[src/rtl/pong_msg_pkg.sv]
// Shared types and constants for the pong inter-board message link.
// Used by both the transmit framer and the receiver.
package pong_msg_pkg;

  localparam int DEFAULT_BIT_CYCLES = 434;

  typedef enum logic [1:0] {
    BALL         = 2'b00,
    MISS         = 2'b01,
    NEW_GAME     = 2'b10,
    NEW_GAME_ACK = 2'b11
  } msg_type_t;

  typedef enum logic [1:0] {
    IDLE,
    START,
    DATA,
    STOP
  } tx_state_t;

  localparam logic [2:0] LEN_BALL         = 3'd3;
  localparam logic [2:0] LEN_MISS         = 3'd2;
  localparam logic [2:0] LEN_NEW_GAME     = 3'd1;
  localparam logic [2:0] LEN_NEW_GAME_ACK = 3'd1;

  localparam logic [2:0] LEN_BALL_CK         = 3'd4;
  localparam logic [2:0] LEN_MISS_CK         = 3'd3;
  localparam logic [2:0] LEN_NEW_GAME_CK     = 3'd2;
  localparam logic [2:0] LEN_NEW_GAME_ACK_CK = 3'd2;

endpackage

[src/rtl/pong_msg_tx_uart.sv]
// 8N1 LSB-first byte serializer; a byte is taken only while cts_i is high,
// either from idle or on the last cycle of a stop bit (back-to-back bytes).
module uart_byte_tx
  import pong_msg_pkg::*;
#(
  parameter int BIT_CYCLES = DEFAULT_BIT_CYCLES
) (
  input  logic       clk_i,
  input  logic       rst_i,
  input  logic [7:0] data_i,
  input  logic       valid_i,
  output logic       ready_o,
  input  logic       cts_i,
  output logic       txd_o,
  output logic       done_o
);

  localparam int CW = (BIT_CYCLES > 1) ? $clog2(BIT_CYCLES) : 1;
  localparam logic [CW-1:0] BAUD_LAST = CW'(BIT_CYCLES - 1);

  tx_state_t     state_q, state_d;
  logic [CW-1:0] baud_q, baud_d;
  logic [2:0]    bit_q, bit_d;
  logic [7:0]    shift_q, shift_d;
  logic          baud_end;
  logic          take;

  assign baud_end = (baud_q == BAUD_LAST);
  assign done_o   = (state_q == STOP) && baud_end;
  assign ready_o  = cts_i && ((state_q == IDLE) || done_o);
  assign take     = valid_i && ready_o;

  always_comb begin
    state_d = state_q;
    baud_d  = baud_q;
    bit_d   = bit_q;
    shift_d = shift_q;
    txd_o   = 1'b1;
    if (state_q != IDLE) begin
      baud_d = baud_end ? '0 : baud_q + CW'(1);
    end
    unique case (state_q)
      IDLE: begin
      end
      START: begin
        txd_o = 1'b0;
        if (baud_end) begin
          state_d = DATA;
          bit_d   = 3'd0;
        end
      end
      DATA: begin
        txd_o = shift_q[0];
        if (baud_end) begin
          shift_d = shift_q >> 1;
          bit_d   = bit_q + 3'd1;
          if (bit_q == 3'd7) state_d = STOP;
        end
      end
      STOP: begin
        if (baud_end) state_d = IDLE;
      end
      default: state_d = IDLE;
    endcase
    // A new byte overrides the return to idle at the end of a stop bit
    if (take) begin
      state_d = START;
      baud_d  = '0;
      bit_d   = 3'd0;
      shift_d = data_i;
    end
  end

  always_ff @(posedge clk_i or posedge rst_i) begin
    if (rst_i) begin
      state_q <= IDLE;
      baud_q  <= '0;
      bit_q   <= 3'd0;
      shift_q <= 8'h00;
    end else begin
      state_q <= state_d;
      baud_q  <= baud_d;
      bit_q   <= bit_d;
      shift_q <= shift_d;
    end
  end

endmodule

[src/rtl/pong_msg_tx.sv]
// Game message framer feeding a UART serializer (8N1, LSB first).
// Define PONG_MSG_CHECKSUM_EN to append an XOR checksum byte to every frame.
module pong_msg_tx
  import pong_msg_pkg::*;
#(
  parameter int BIT_CYCLES = DEFAULT_BIT_CYCLES
) (
  input  logic       clock,
  input  logic       reset,
  input  logic       send_new_message,
  output logic       message_sent,
  input  logic       ball_message_tx,
  input  logic       miss_message_tx,
  input  logic       new_game_message_tx,
  input  logic       new_game_ack_message_tx,
  input  logic [8:0] ball_y_tx,
  input  logic [3:0] velocity_x_tx,
  input  logic [3:0] velocity_y_tx,
  input  logic       sign_y_tx,
  input  logic [4:0] my_score_tx,
  input  logic [4:0] your_score_tx,
  input  logic       you_should_serve_tx,
  input  logic       you_serve_first_tx,
  input  logic       cts,
  output logic       uart_txd
);

`ifdef PONG_MSG_CHECKSUM_EN
  localparam logic [2:0] L_BALL = LEN_BALL_CK;
  localparam logic [2:0] L_MISS = LEN_MISS_CK;
  localparam logic [2:0] L_NG   = LEN_NEW_GAME_CK;
  localparam logic [2:0] L_ACK  = LEN_NEW_GAME_ACK_CK;
`else
  localparam logic [2:0] L_BALL = LEN_BALL;
  localparam logic [2:0] L_MISS = LEN_MISS;
  localparam logic [2:0] L_NG   = LEN_NEW_GAME;
  localparam logic [2:0] L_ACK  = LEN_NEW_GAME_ACK;
`endif

  msg_type_t  type_d;
  logic       any_flag;
  logic       accept;
  logic       busy_q, busy_d;
  logic [2:0] idx_q, idx_d;
  logic [2:0] len_q, len_d;
  logic [7:0] frame_d [4];
  logic [7:0] frame_q [4];
  logic [7:0] tx_data;
  logic       tx_valid;
  logic       tx_ready;
  logic       tx_done;
  logic       xfer;

  assign any_flag = ball_message_tx | miss_message_tx |
                    new_game_message_tx | new_game_ack_message_tx;
  assign accept   = send_new_message && any_flag && !busy_q;
  assign message_sent = !busy_q;

  always_comb begin
    type_d = BALL;
    priority case (1'b1)
      new_game_message_tx:     type_d = NEW_GAME;
      new_game_ack_message_tx: type_d = NEW_GAME_ACK;
      miss_message_tx:         type_d = MISS;
      default:                 type_d = BALL;
    endcase
  end

  always_comb begin
`ifdef PONG_MSG_CHECKSUM_EN
    logic [7:0] ck;
`endif
    for (int i = 0; i < 4; i++) frame_d[i] = 8'h00;
    len_d = L_BALL;
    unique case (type_d)
      BALL: begin
        frame_d[0] = {2'b00, ball_y_tx[8:3]};
        frame_d[1] = {ball_y_tx[2:0], sign_y_tx, velocity_y_tx};
        frame_d[2] = {4'h0, velocity_x_tx};
        len_d      = L_BALL;
      end
      MISS: begin
        frame_d[0] = {2'b01, 1'b0, my_score_tx};
        frame_d[1] = {2'b00, you_should_serve_tx, your_score_tx};
        len_d      = L_MISS;
      end
      NEW_GAME: begin
        frame_d[0] = {2'b10, 5'b0, you_serve_first_tx};
        len_d      = L_NG;
      end
      NEW_GAME_ACK: begin
        frame_d[0] = {2'b11, 6'b0};
        len_d      = L_ACK;
      end
      default: len_d = L_BALL;
    endcase
`ifdef PONG_MSG_CHECKSUM_EN
    // Unused slots are zero, so XOR over all four equals XOR of the payload
    ck = frame_d[0] ^ frame_d[1] ^ frame_d[2] ^ frame_d[3];
    frame_d[2'(len_d - 3'd1)] = ck;
`endif
  end

  assign tx_data  = busy_q ? frame_q[idx_q[1:0]] : frame_d[0];
  assign tx_valid = accept || (busy_q && (idx_q < len_q));
  assign xfer     = tx_valid && tx_ready;

  always_comb begin
    busy_d = busy_q;
    idx_d  = idx_q;
    if (accept) begin
      busy_d = 1'b1;
      idx_d  = {2'b00, xfer};
    end else if (busy_q) begin
      if (xfer) idx_d = idx_q + 3'd1;
      if (tx_done && (idx_q == len_q)) busy_d = 1'b0;
    end
  end

  always_ff @(posedge clock or posedge reset) begin
    if (reset) begin
      busy_q <= 1'b0;
      idx_q  <= 3'd0;
      len_q  <= 3'd0;
      for (int i = 0; i < 4; i++) frame_q[i] <= 8'h00;
    end else begin
      busy_q <= busy_d;
      idx_q  <= idx_d;
      if (accept) begin
        len_q <= len_d;
        for (int i = 0; i < 4; i++) frame_q[i] <= frame_d[i];
      end
    end
  end

  uart_byte_tx #(
    .BIT_CYCLES(BIT_CYCLES)
  ) u_tx (
    .clk_i  (clock),
    .rst_i  (reset),
    .data_i (tx_data),
    .valid_i(tx_valid),
    .ready_o(tx_ready),
    .cts_i  (cts),
    .txd_o  (uart_txd),
    .done_o (tx_done)
  );

endmodule

[config.mk]
export PLATFORM = sky130hd
export DESIGN_NAME = pong_msg_tx
export DESIGN_NICKNAME = d
export VERILOG_FILES = /design/src/rtl/pong_msg_pkg.sv /design/src/rtl/pong_msg_tx_uart.sv /design/src/rtl/pong_msg_tx.sv
export SDC_FILE = /design/constraint.sdc
export NUM_CORES = 1
export LEC_CHECK = 0
export CAP_MARGIN = 10
export CORE_ASPECT_RATIO = 1.2
export CORE_UTILIZATION = 35
export CTS_BUF_LIST = sky130_fd_sc_hd__clkbuf_8 sky130_fd_sc_hd__clkbuf_16
export CTS_CLUSTER_DIAMETER = 200
export DETAILED_ROUTE_END_ITERATION = 8
export HOLD_SLACK_MARGIN = 0.08
export PLACE_DENSITY = 0.63
export SLEW_MARGIN = 20
export SYNTH_ARGS = -nofsm -noshare
export SYNTH_HDL_FRONTEND = slang
export SYNTH_HIERARCHICAL = 1
export SYNTH_SLANG_ARGS = --single-unit
[constraint.sdc]
create_clock -name clock -period 2.9 [get_ports clock]
set_input_delay 0.725 -clock clock [delete_from_list [all_inputs] [get_ports clock]]
set_output_delay 0.725 -clock clock [all_outputs]
set_load 0.1 [all_outputs]
==> metrics.cfg, run 1 <==
[run_status]
status = completed

[synth]
synth_cell_types = 52
synth_fp_nets = 323
yosysTopAreaCell = dfrtp_1
yosys_warnings = 6
synth_edf_count = 0
synth_area_sq_mm = 0.00280
ys_seq_elements = 48
synth-main-ff-cell = dfrtp_1
netlist_top_cells_area = dfrtp_1 43%, mux2i_1 6.8%, mux2_2 6.0%, ha_1 5.4%, nor2_1 3.2%
synthArstFlopShare = 1.00
syn_area_per_cell_sq_um = 10.3
synth.top_cell.area_share = 0.429
synthCells = 273
seq_area_frac_synth = 0.429

[cts]
root_buffer = clkbuf_8
clock_sinks = 48
clk_pin_slew_ns = 0.09
cts_buffer_depth = 2
ctsResizeCount = 0
cts_tree = done
cts_made_buffers = 5
post-cts-setup-buffer-count = 0
insertion_delay_ns = 0.30
h-tree-depth = 2
cts_hold_buf = 0

[sta]
hold_viol_final = 0
tightest_slew_ns = 0.639
relSlewSlack = 0.574
tns_ns = 0
fmax_mhz = 412
min_period_ns = 2.43
drv_slew = 0
rsz0062_at_grt = false
finalCritPeriodShare = 0.837
setup_viol = 0
finalWorstSetupSlack_ns = 0.474
finClkSkew_ns = 0.0100

[critical_path]
worstPathMaxFanout = 7
cp.required_ns = 2.17
cp-start-kind = register
cp.arrival_ns = 1.70
critical_path_class = register to output pin
crit_path_end_kind = output pin

[layout]
fin_util = 0.449
area_delta_synth_final_pct = 23.6
fin_cells = 418
n_antenna_cell = 0
nNetsFinal = 375
final-seq-area_sq_mm = 0.00120
layout-drive-gt1-share = 0.163
n_fill_cell = 758
multiInputGateArea_sq_mm = 0.00146

[power_and_ir_drop]
clockPowerShare = 0.168
combPwrFrac = 0.417
p_int_mw = 1.47
sequentialPowerShare = 0.415
power_density_mw_per_mm2 = 687
swShare = 0.383
ir_drop_mv = 0.708
switchingPower_uw = 911
p_leak_nw = 1.59
total_power_mw = 2.38

[global_route]
grt_pass1_wl_mm = 10.6
grtUsageTotal = 0.158
grt_max_degree = 27
grt-ovfl-total = 0
grt_pass1_vias = 2252
antenna_found_initial = 0

[routing]
vias = 2213
postRouteAntennaNets = 0
routed_wl_mm = 6.14
drt-initial-drc-count = 80
wl_per_cell_um = 14.7
drc = 0
via_per_inst = 5.29
drt-pass1-iter-count = 4

[floorplan]
ios = 40
core-area_sq_mm = 0.00771
die_h_um = 100
die_area_sq_mm = 0.00836
start_util = 0.363
die_width_um = 83.7
rows = 35

[flow_run]
drv_cap = 0

[worst_hold_path]
hp-class = register to register

[placed_design]
gp_congestion = 0.792
hpwl_mm = 4.73
pre_cts_slack_ns = 0.157
io_buffers = 39
placed_cells_incl_taps = 410

## Yosys cell counts (all sizes together), types with 3 or more instances
library cell,n
o32ai,3
a31oi,4
nor2b,3
nand3,8
a221o,3
nor2,24
buf,5
inv,18
nand4,10
clkbuf,6
ha,12
and4,4
o2bb2ai,3
mux2i,19
or2,3
a21oi,12
and3,5
nand2,11
dfrtp,48
xnor2,4
o21ai,12
nor3,7
mux2,18
xor2,3
## cell families (layout without fill, tap and decap cells)
kind of cell    after synthesis  after routing  synth area share
simple gates                 85             85             0.169
compound gates               54             54             0.132
flops                        48             48             0.429
mux                          37             37             0.144
buf+inv                      30             83            0.0496
fa+ha+maj                    12             12            0.0536
xor+xnor                      7              7            0.0219
## cells in the final DEF, fill, tap and decap left out, types with 3 or more instances in the layout
cell type and count:
and4_1 4, o2bb2ai_1 3, a21oi_1 12, mux2i_1 19
o21ai_0 11, clkdlybuf4s50_1 37, xor2_1 3, dfrtp_1 48
a221o_1 3, nor2b_1 3, inv_1 18, a31oi_1 3
buf_4 18, o32ai_1 3, xnor2_1 4, nand2_1 11
nor3_1 7, mux2_4 3, nor2_1 24, clkbuf_8 5
mux2_2 15, ha_1 12, and3_1 5, nand4_1 10
nand3_1 7
## power by group through the flow
stage | Combinational (mW) | Clock, mW | Sequential, mW
after floorplan | 0.730 | 0 | 0.950
after global placement | 0.969 | 0 | 0.996
after detailed placement | 0.986 | 0 | 1.00
after CTS | 0.995 | 0.412 | 0.989
after global routing | 1.10 | 0.438 | 1.01
final | 0.991 | 0.398 | 0.988
## routing by layer
layer  up-vias  track usage  wire length, um
met5         -            0                0
met4         0       0.0456               63
met3         6       0.0296              195
met2        42        0.286             3180
met1      1060        0.193             2700
li1       1105            -                -
## registers in the layout, summed over array words and instances, names as in the netlist
signal / cells
idx_q: 3
u_tx/state_q: 2
busy_q: 1
u_tx/bit_q: 3
u_tx/baud_q: 9
u_tx/shift_q: 8
len_q: 2
frame_q: 20
## final cells by class
class | instances | share of cell area
multi-input cells | 195 | 0.422
flip-flops and latches | 48 | 0.347
clock buffers | 5 | 0.0199
well taps | 92 | 0.0333
repair buffers | 56 | 0.152
inverters | 19 | 0.0206
clock inverters | 3 | 0.00542
## path summary, 6_finish.rpt
kind / startpoint / endpoint / slack (ns) / cells after the start
worst max register to register: u_tx/baud_q[1] / idx_q[0] / 0.57 / 9
min in group asynchronous: reset / u_tx/baud_q[4] / 0.79 / 3
worst max-delay path: u_tx/state_q[0] / uart_txd / 0.47 / 5
worst min register to register: len_q[0] / len_q[0] / 0.51 / 2
max in group asynchronous: reset / frame_q[16] / 1.84 / 3
worst min-delay path: len_q[0] / len_q[0] / 0.51 / 2
## per-stage QoR
stage | hold WS [ns] | area [sq um]
6_report | 0.512 | 3460
5_1_grt | 0.537 | 3460
4_1_cts | 0.517 | 3460
3_5_place_dp | 0.497 | 3370
3_3_place_gp | 0.488 | 3370
2_1_floorplan | 0.465 | 2800
## worst max-delay path: stages, from the launching register on
cell and delay (ns):
dfrtp_1 0.41, inv_1 0.14, ha_1 0.34, nor2_1 0.14, a21o_1 0.21, buf_12 0.17
(Power assumes the default switching activity.)
==> run 2, diff against run 1 <==
==> constraint.sdc (replaced) <==
create_clock -name clock -period 2.3 [get_ports clock]
set_input_delay 0.575 -clock clock [delete_from_list [all_inputs] [get_ports clock]]
set_output_delay 0.575 -clock clock [all_outputs]
set_load 0.1 [all_outputs]
==> metrics.cfg, run 2 (synthesized netlist as in run 1, its figures left out) <==
[floorplan]
die_width_um = 83.7  ; unchanged
die_area_sq_mm = 0.00836  ; unchanged
core-area_sq_mm = 0.00771  ; unchanged
ios = 40  ; unchanged
die_h_um = 100  ; unchanged
rows = 35  ; unchanged
start_util = 0.363  ; unchanged

[layout]
nNetsFinal = 384  ; was 375
area_delta_synth_final_pct = 28.0  ; was 23.6%
largestRegisters = frame_q x20, u_tx/baud_q x9, u_tx/shift_q x8  ; unchanged
n_antenna_cell = 0  ; unchanged
largest_reg_flops = 20  ; unchanged
layout_commonest_cell = dfrtp_1  ; unchanged
fin_util = 0.465  ; was 0.449
layout_common_cells = 48 x dfrtp_1, 37 x clkdlybuf4s50_1, 26 x buf_4, 24 x nor2_1, 19 x mux2i_1  ; was 48 x dfrtp_1, 37 x clkdlybuf4s50_1, 24 x nor2_1, 19 x mux2i_1
layout-drive-gt1-share = 0.200  ; was 0.163
top_register = frame_q  ; unchanged

[run_status]
status = completed  ; unchanged

[critical_path]
cp_slowest_cell = or4_4  ; was dfrtp_1
path_cells = clkdlybuf4s50_1 > or4_4 > nand2_4 > nand2_2 > buf_4 > a21bo_2 > nand4_1 > xor2_1 > nor2_1  ; was inv_1 > ha_1 > nor2_1 > a21o_1 > buf_12
critical_path_class = input pin to register  ; was register to output pin
critPathMaxStageDelay_ns = 0.57  ; was 0.41 ns
cp.arrival_ns = 2.38  ; was 1.70 ns
ff2ff_setup_slack_ns = 0.22  ; was 0.57 ns
worstPathMaxFanout = 4  ; was 7
cp-start-kind = input pin  ; was register
crit_path_end_kind = register  ; was output pin
r2r_start = u_tx/baud_q[1]  ; unchanged
reg2regPathDepth = 9  ; unchanged
r2r-end = idx_q[0]  ; unchanged
cp.required_ns = 2.48  ; was 2.17 ns

[global_route]
grt-ovfl-total = 0  ; unchanged
grt_max_degree = 27  ; unchanged
grt_pass1_wl_mm = 10.8  ; was 10.6 mm
grt_pass1_vias = 2294  ; was 2252
antenna_found_initial = 0  ; unchanged
grtUsageTotal = 0.159  ; was 0.158

[placed_design]
hpwl_mm = 4.70  ; was 4.73 mm
gp_congestion = 0.774  ; was 0.792
io_buffers = 39  ; unchanged

[sta]
hold_viol_final = 0  ; unchanged
setup_viol = 0  ; unchanged
finClkSkew_ns = 0.00798  ; was 0.0100 ns
tightest_slew_ns = 0.512  ; was 0.639 ns
drv_slew = 0  ; unchanged
min_period_ns = 2.21
fmax_mhz = 453
relSlewSlack = 0.657  ; was 0.574
finalCritPeriodShare = 0.959
tns_ns = 0  ; unchanged

[routing]
postRouteAntennaNets = 0  ; unchanged
drt-initial-drc-count = 96  ; was 80
drc = 0  ; unchanged
via_per_inst = 5.26  ; was 5.29
wl_per_cell_um = 14.5  ; was 14.7 um
routed_wl_mm = 6.18  ; was 6.14 mm
drt-pass1-iter-count = 4  ; unchanged
vias = 2248  ; was 2213

[cts]
cts_buffer_depth = 2  ; unchanged
cts_hold_buf = 0  ; unchanged
clock_sinks = 48  ; unchanged
clk_pin_slew_ns = 0.09  ; about the same
root_buffer = clkbuf_8  ; unchanged
insertion_delay_ns = 0.31  ; was 0.30 ns
cts_tree = done  ; unchanged
h-tree-depth = 2  ; unchanged
cts_made_buffers = 5  ; unchanged

[worst_hold_path]
hold_start = len_q[0]  ; unchanged
hp-class = register to register  ; unchanged
holdPathStages = 2  ; unchanged
min_to = len_q[0]  ; unchanged

[power_and_ir_drop]
ir_drop_mv = 0.815  ; was 0.708 mV
p_leak_nw = 1.65  ; was 1.59 nW
total_power_mw = 3.17  ; was 2.38 mW
power_density_mw_per_mm2 = 885  ; was 687 mW/mm^2

[flow_run]
drv_cap = 0  ; unchanged

run 2: changes by cell type in the layout (fill, tap and decap cells not counted), sizes merged:
cell	change
buf	+9
clkinv	-2
bufinv	+1
clkinvlp	+1
run 2: layout make-up:
type | instances | area, sq um
Tap cell | 92 | 115
Fill cell | 726 | 4120
Clock buffer | 5 | 68.8
Inverter | 19 | 71.3
Timing Repair Buffer | 65 | 606
Multi-Input combinational cell | 195 | 1480
Sequential cell | 48 | 1200
Clock inverter | 3 | 42.5
run 2: routing by layer:
layer | vias to the layer above | share of wire | GRT usage
met4 | 0 | 0.010 | 0.0391
met3 | 7 | 0.031 | 0.0255
met1 | 1082 | 0.46 | 0.201
met2 | 45 | 0.50 | 0.283
met5 | - | 0 | 0
li1 | 1114 | - | -
run 2: worst max path at each step:
stage | depth (start not counted) | from | to | slack, ns
finish | 9 | ball_message_tx | u_tx/baud_q[5] | 0.09
global route | 9 | ball_message_tx | u_tx/baud_q[7] | -0.00003
CTS | 5 | u_tx/state_q[0] | uart_txd | 0.04
detailed placement | 9 | new_game_ack_message_tx | u_tx/baud_q[7] | -0.29
global placement | 9 | new_game_ack_message_tx | u_tx/baud_q[5] | -0.27
floorplan | 8 | ball_message_tx | u_tx/shift_q[4] | 0.009
run 2: timing repair:
action / in CTS / in global routing
setup endpoints to repair: 0 / 6
buffers inserted: 0 / 1
resized for setup: 0 / 6
run 2: critical path, delay by kind of cell:
| family | cells | cell delay (ns) |
|---|---|---|
| AO/OA/AOI/OAI | 1 | 0.23 |
| buffers and inverters | 2 | 0.55 |
| XOR/XNOR | 1 | 0.14 |
| AND/OR/NAND/NOR | 5 | 0.89 |
run 2: stage by stage:
step / setup WS [ns] / cell area [sq um] / hold WS [ns] / instances
2_1_floorplan: 0.00870 / 2800 / 0.465 / 273
3_3_place_gp: -0.267 / 3450 / 0.488 / 418
3_5_place_dp: -0.288 / 3450 / 0.495 / 418
4_1_cts: 0.0390 / 3560 / 0.520 / 426
5_1_grt: -0.0000304 / 3580 / 0.537 / 427
6_report: 0.0941 / 3580 / 0.517 / 427
run 2: power breakdown:
group	leakage (nW)	switching [mW]	internal (mW)
registers	0.599	0.179	1.05
logic	0.994	0.697	0.636
clock network	0.0541	0.290	0.322
total	1.65	1.17	2.01
